--- config.mk ---
export PLATFORM = sky130hd
export DESIGN_NAME = fetch_unit
export DESIGN_NICKNAME = d
export VERILOG_FILES = /design/src/rtl/fetch_unit.sv
export SDC_FILE = /design/constraint.sdc
export NUM_CORES = 1
export LEC_CHECK = 0
export BUFFER_PORTS_ARGS = -buffer_cell sky130_fd_sc_hd__buf_4
export CORE_MARGIN = 2
export CORE_UTILIZATION = 48
export CTS_CLUSTER_DIAMETER = 80
export DETAILED_ROUTE_END_ITERATION = 8
export PLACE_DENSITY = 0.91
export SETUP_SLACK_MARGIN = 0.02
export SYNTH_ARGS = -nofsm -noshare
export SYNTH_HDL_FRONTEND = slang
export SYNTH_SLANG_ARGS = --single-unit
--- constraint.sdc ---
create_clock -name clk -period 3.4 [get_ports clk]
set_clock_uncertainty 0.1 [all_clocks]
set_input_delay 0.17 -clock clk [delete_from_list [all_inputs] [get_ports clk]]
set_output_delay 0.17 -clock clk [all_outputs]
set_load 0.05 [all_outputs]
--- src/rtl/fetch_unit.sv ---
`default_nettype none
// ============================================================================
// Module      : fetch_unit
// Description : Instruction fetch stage for the nibble processor. Holds the
//               program counter, addresses the program ROM, captures the
//               returned byte into an instruction register split into an
//               opcode nibble and an operand nibble, and offers it to the
//               decoder through a valid/ready handshake.
//               Optional feature macro: FETCH_HALT_ON_WRAP_EN
//               (defined: fetch stops in HALT after the word at the last
//               address is consumed; undefined: fetch wraps and continues).
// Revision    : 1.0 - initial release
// ============================================================================
module fetch_unit #(
    parameter int ADDR_W = 12,
    parameter int DATA_W = 8
) (
    input  logic                clk,
    input  logic                reset_n,
    input  logic                run,
    input  logic                pc_load,
    input  logic [ADDR_W-1:0]   load_addr,
    output logic [ADDR_W-1:0]   rom_addr,
    input  logic [DATA_W-1:0]   rom_data,
    output logic [ADDR_W-1:0]   pc,
    output logic [DATA_W/2-1:0] instr,
    output logic [DATA_W/2-1:0] oprnd,
    output logic                valid,
    input  logic                ready,
    output logic                halted
);

    localparam int               HALF_W    = DATA_W / 2;
    localparam logic [ADDR_W-1:0] C_PC_ONE  = {{(ADDR_W-1){1'b0}}, 1'b1};
    localparam logic [ADDR_W-1:0] C_PC_LAST = {ADDR_W{1'b1}};

`ifdef FETCH_HALT_ON_WRAP_EN
    typedef enum logic [1:0] {
        S_IDLE  = 2'd0,
        S_FETCH = 2'd1,
        S_HOLD  = 2'd2,
        S_HALT  = 2'd3
    } state_t;
`else
    typedef enum logic [1:0] {
        S_IDLE  = 2'd0,
        S_FETCH = 2'd1,
        S_HOLD  = 2'd2
    } state_t;
`endif

    state_t             r_state;
    state_t             w_state_next;
    logic [ADDR_W-1:0]  r_pc;
    logic [ADDR_W-1:0]  w_pc_next;
    logic [HALF_W-1:0]  r_instr;
    logic [HALF_W-1:0]  r_oprnd;
    logic               w_capture;

`ifdef FETCH_HALT_ON_WRAP_EN
    // Marks that the word currently held came from the last ROM address,
    // so its acceptance must park the FSM in HALT.
    logic               r_wrap;
    logic               w_wrap_set;
    logic               w_wrap_clr;
`endif

    // State register: IDLE after reset, otherwise follows next-state logic.
    always_ff @(posedge clk) begin
        if (!reset_n) begin
            r_state <= S_IDLE;
        end else begin
            r_state <= w_state_next;
        end
    end

    // Program counter: cleared by reset, loaded or incremented per next-state logic.
    always_ff @(posedge clk) begin
        if (!reset_n) begin
            r_pc <= '0;
        end else begin
            r_pc <= w_pc_next;
        end
    end

    // Instruction register: captures the ROM word only on an uncancelled FETCH.
    always_ff @(posedge clk) begin
        if (!reset_n) begin
            r_instr <= '0;
            r_oprnd <= '0;
        end else if (w_capture) begin
            r_instr <= rom_data[DATA_W-1:HALF_W];
            r_oprnd <= rom_data[HALF_W-1:0];
        end
    end

`ifdef FETCH_HALT_ON_WRAP_EN
    // Wrap marker: set when the last address is fetched, cleared on leaving it.
    always_ff @(posedge clk) begin
        if (!reset_n) begin
            r_wrap <= 1'b0;
        end else if (w_wrap_clr) begin
            r_wrap <= 1'b0;
        end else if (w_wrap_set) begin
            r_wrap <= 1'b1;
        end
    end
`endif

    // Next-state, PC update and capture control; pc_load overrides everything,
    // including a handshake happening in the same cycle.
    always_comb begin
        w_state_next = r_state;
        w_pc_next    = r_pc;
        w_capture    = 1'b0;
`ifdef FETCH_HALT_ON_WRAP_EN
        w_wrap_set   = 1'b0;
        w_wrap_clr   = 1'b0;
`endif
        if (pc_load) begin
            w_state_next = S_IDLE;
            w_pc_next    = load_addr;
`ifdef FETCH_HALT_ON_WRAP_EN
            w_wrap_clr   = 1'b1;
`endif
        end else begin
            case (r_state)
                S_IDLE: begin
                    if (run) begin
                        w_state_next = S_FETCH;
                    end
                end
                S_FETCH: begin
                    // ROM read is combinational, so the word is captured on
                    // the single edge that closes FETCH.
                    w_capture    = 1'b1;
                    w_pc_next    = r_pc + C_PC_ONE;
                    w_state_next = S_HOLD;
`ifdef FETCH_HALT_ON_WRAP_EN
                    w_wrap_set   = (r_pc == C_PC_LAST);
`endif
                end
                S_HOLD: begin
                    if (ready) begin
`ifdef FETCH_HALT_ON_WRAP_EN
                        if (r_wrap) begin
                            w_state_next = S_HALT;
                            w_wrap_clr   = 1'b1;
                        end else if (run) begin
                            w_state_next = S_FETCH;
                        end else begin
                            w_state_next = S_IDLE;
                        end
`else
                        if (run) begin
                            w_state_next = S_FETCH;
                        end else begin
                            w_state_next = S_IDLE;
                        end
`endif
                    end
                end
`ifdef FETCH_HALT_ON_WRAP_EN
                S_HALT: begin
                    // Only pc_load or reset leave HALT.
                    w_state_next = S_HALT;
                end
`endif
                default: begin
                    w_state_next = S_IDLE;
                end
            endcase
        end
    end

    assign rom_addr = r_pc;
    assign pc       = r_pc;
    assign instr    = r_instr;
    assign oprnd    = r_oprnd;
    assign valid    = (r_state == S_HOLD);

`ifdef FETCH_HALT_ON_WRAP_EN
    assign halted   = (r_state == S_HALT);
`else
    assign halted   = 1'b0;
`endif

endmodule
`default_nettype wire

==> flow_summary.toml <==
[floorplanning]
dieArea_um2 = 2797
start_util_pct = 51.37
die_h_um = 52.89
row_count = 17
die_w_um = 52.89
ios = 59
design.core.area_um2 = 2233

[yosys]
syn_area_per_cell_um2 = 8.562
synth_seq_cells = 22
ys.warnings.count = 0
yosysUniqueCellTypes = 31
synthArstFlopShare_pct = 0
synth_area_leaders = "dfxtp_1, buf_4, nand2_1"
yosys.area.top_type = "dfxtp_1"
ys_seq_area_share_pct = 38.39
syn_nets = 160
synthCells = 134
yosysMostFrequentCell = "dfxtp_1"
synthTopCellsByCount = "dfxtp_1, nand2_1, buf_4"
synth_top_area_share_pct = 38.39
synth-main-ff-cell = "dfxtp_1"
synth-edff-count = 0
netlist_area_um2 = 1147

[flow_run]
cap_violations = 0

[route]
ant_nets = 0
drt-total-wl_mm = 2.696
wl_per_cell_um = 12.90
drtPass1Iterations = 4
viasPerCell = 5.124
vias = 1071
remaining_drc_errors = 0
first_iter_violations = 12

[sta]
whs_ns = 0.008698
final.setup.tns_ns = 0
min_period_over_period_pct = 50.09
relSlewSlack_pct = 64.84
slew_viol_final = 0
hold_viol_final = 0
fin_crit_ns = 1.703
worstMarginPinSlew_ns = 0.5274
rsz0062_at_grt = "no"
setup_viol = 0
max_freq_ghz = 0.5872

[placement]
hpwl_mm = 1.926
placedCellCount = 200
gp_congestion = 0.7692
port_buffers = 57

[setup_path]
r2r-end = "oprnd[0]$_SDFFE_PN0P_"
ff2ff_path_depth = 4
crit_required_ns = 3.55
critical_path_class = "flip-flop to flip-flop"
crit_fanout = 13
timing.rr.start = "r_state[0]$_SDFFE_PP0P_"
cp-start-kind = "flip-flop"
r2r_slack_ns = 1.70
worstPathArrival_ns = 1.85
endpoint_kind = "flip-flop"

[clock_tree]
htreeDepth = 1
cts_setup_buffers = 0
cts_resized = 0
clockBufferDepth = 2
cts_buffers = 3
numClockSinks = 22
clk_latency_ns = 0.30
tritoncts = "yes"
clk_pin_slew_ns = 0.12
cts_hold_buf = 2
root_buffer = "clkbuf_4"

[global_route]
antenna_found_initial = 0
grt_max_degree = 22
grt.total_usage_pct = 19.33
grt_pass1_wl_mm = 4.050
overflow = 0
grt_pass1_vias = 964

[layout]
fillers = 171
finalNonFillerCells = 209
synthToLayoutAreaGrowth_pct = 37.30
drive_gt1_share_pct = 37.02
nNetsFinal = 208
antenna_cells = 0

[pwr]
power_uw = 606.1
p_leak_nw = 0.6803
ir_drop_mv = 0.2821
power_density_nw_per_um2 = 384.8

[min_path]
hold_end = "instr[0]$_SDFFE_PN0P_"
whs_path_depth = 3
hp-start = "rom_data[4]"
hold_class = "input port to flip-flop"

[status]
status = "complete, no violations"
critical path: stages (launching register included):
cell      delay, ns
dfxtp_1        0.44
nand2b_1       0.33
nor2_1         0.49
nand2_1        0.15
a21boi_1       0.14
layout make-up:
| class | count | area [um2] | area share (%) |
|---|---|---|---|
| repair buffers | 62 | 478.0 | 30.34 |
| inverters | 1 | 3.754 | 0.2383 |
| clock buffers | 4 | 36.28 | 2.303 |
| flip-flops and latches | 22 | 440.4 | 27.96 |
| multi-input cells | 92 | 581.8 | 36.93 |
| well taps | 28 | 35.03 | 2.224 |
per-layer routing:
layer	GRT usage, %	vias up	part of all wire [%]
li1	-	537	-
met3	4.237	2	8.2
met5	0	-	0
met4	5.128	0	0.30
met1	23.47	480	42
met2	34.17	52	50
how the worst max path moves through the flow:
stage / from / endpoint / slack [ns] / cells after the start
final: r_state[0]$_SDFFE_PP0P_ / oprnd[0]$_SDFFE_PN0P_ / 1.70 / 4
after global routing: r_state[0]$_SDFFE_PP0P_ / oprnd[0]$_SDFFE_PN0P_ / 1.52 / 4
after CTS: r_state[0]$_SDFFE_PP0P_ / oprnd[0]$_SDFFE_PN0P_ / 1.73 / 4
after detailed placement: r_state[0]$_SDFFE_PP0P_ / oprnd[0]$_SDFFE_PN0P_ / 1.77 / 4
after global placement: r_state[0]$_SDFFE_PP0P_ / instr[2]$_SDFFE_PN0P_ / 1.89 / 4
after floorplan: pc[2]$_SDFFE_PN0P_ / pc[11]$_SDFFE_PN0P_ / 1.67 / 4
power by group:
group          switching [mW]  internal (mW)  total [mW]
combinational           0.111         0.0632       0.174
clock                  0.0788         0.0653       0.144
sequential             0.0181          0.270       0.288
total                   0.207          0.399       0.606
flip-flops by register name (all words and copies together) (netlist names):
register  flops
oprnd         4
instr         4
pc           12
r_state       2
cells by family (layout without fill, tap and decap cells):
kind of cell	after synthesis	count (layout)	synth area share, %
flip-flops	22	22	38.39
multiplexers	1	1	0.8724
buffers and inverters	20	67	10.90
other	1	1	0.3268
adder cells (fa/ha/maj)	1	1	1.090
AO/OA/AOI/OAI	37	37	18.65
XOR/XNOR	11	11	8.397
AND/OR/NAND/NOR	41	41	21.37
placed cells by master, fill, tap and decap left out:
| cell type | Yosys | layout |
|---|---|---|
| xor2_1 | 4 | 4 |
| xnor2_1 | 7 | 7 |
| o21ai_1 | 7 | 7 |
| nand2_1 | 17 | 17 |
| nand2b_1 | 3 | 3 |
| and3_1 | 1 | 1 |
| mux2i_1 | 1 | 1 |
| o21ai_0 | 12 | 12 |
| clkbuf_4 | 0 | 3 |
| dlygate4sd3_1 | 0 | 5 |
| ha_1 | 1 | 1 |
| dfxtp_1 | 22 | 22 |
| a21boi_1 | 8 | 8 |
| nand3b_1 | 2 | 2 |
| nand4_4 | 1 | 1 |
| a21oi_2 | 1 | 1 |
| nand3_1 | 2 | 2 |
| inv_2 | 1 | 1 |
| buf_4 | 13 | 57 |
| nor4b_1 | 1 | 1 |
| nor3_1 | 1 | 1 |
| clkbuf_8 | 0 | 1 |
| conb_1 | 1 | 1 |
| o211a_1 | 1 | 1 |
| and4b_1 | 1 | 1 |
| nor3b_2 | 1 | 1 |
| nor2_1 | 3 | 3 |
| and2_1 | 3 | 3 |
| nand4_1 | 1 | 1 |
| nor2b_1 | 2 | 2 |
| a21oi_1 | 8 | 8 |
| nor4_2 | 2 | 2 |
per-stage QoR:
stage	worst slack, ns	area [um2]	util (%)
2_1_floorplan	1.669	1147	-
6_report	1.697	1575	70.53
3_3_place_gp	1.889	1489	66.67
5_1_grt	1.523	1575	70.53
3_5_place_dp	1.766	1489	66.67
4_1_cts	1.727	1545	69.19
Note: power is estimated with default switching activity, not from simulation.
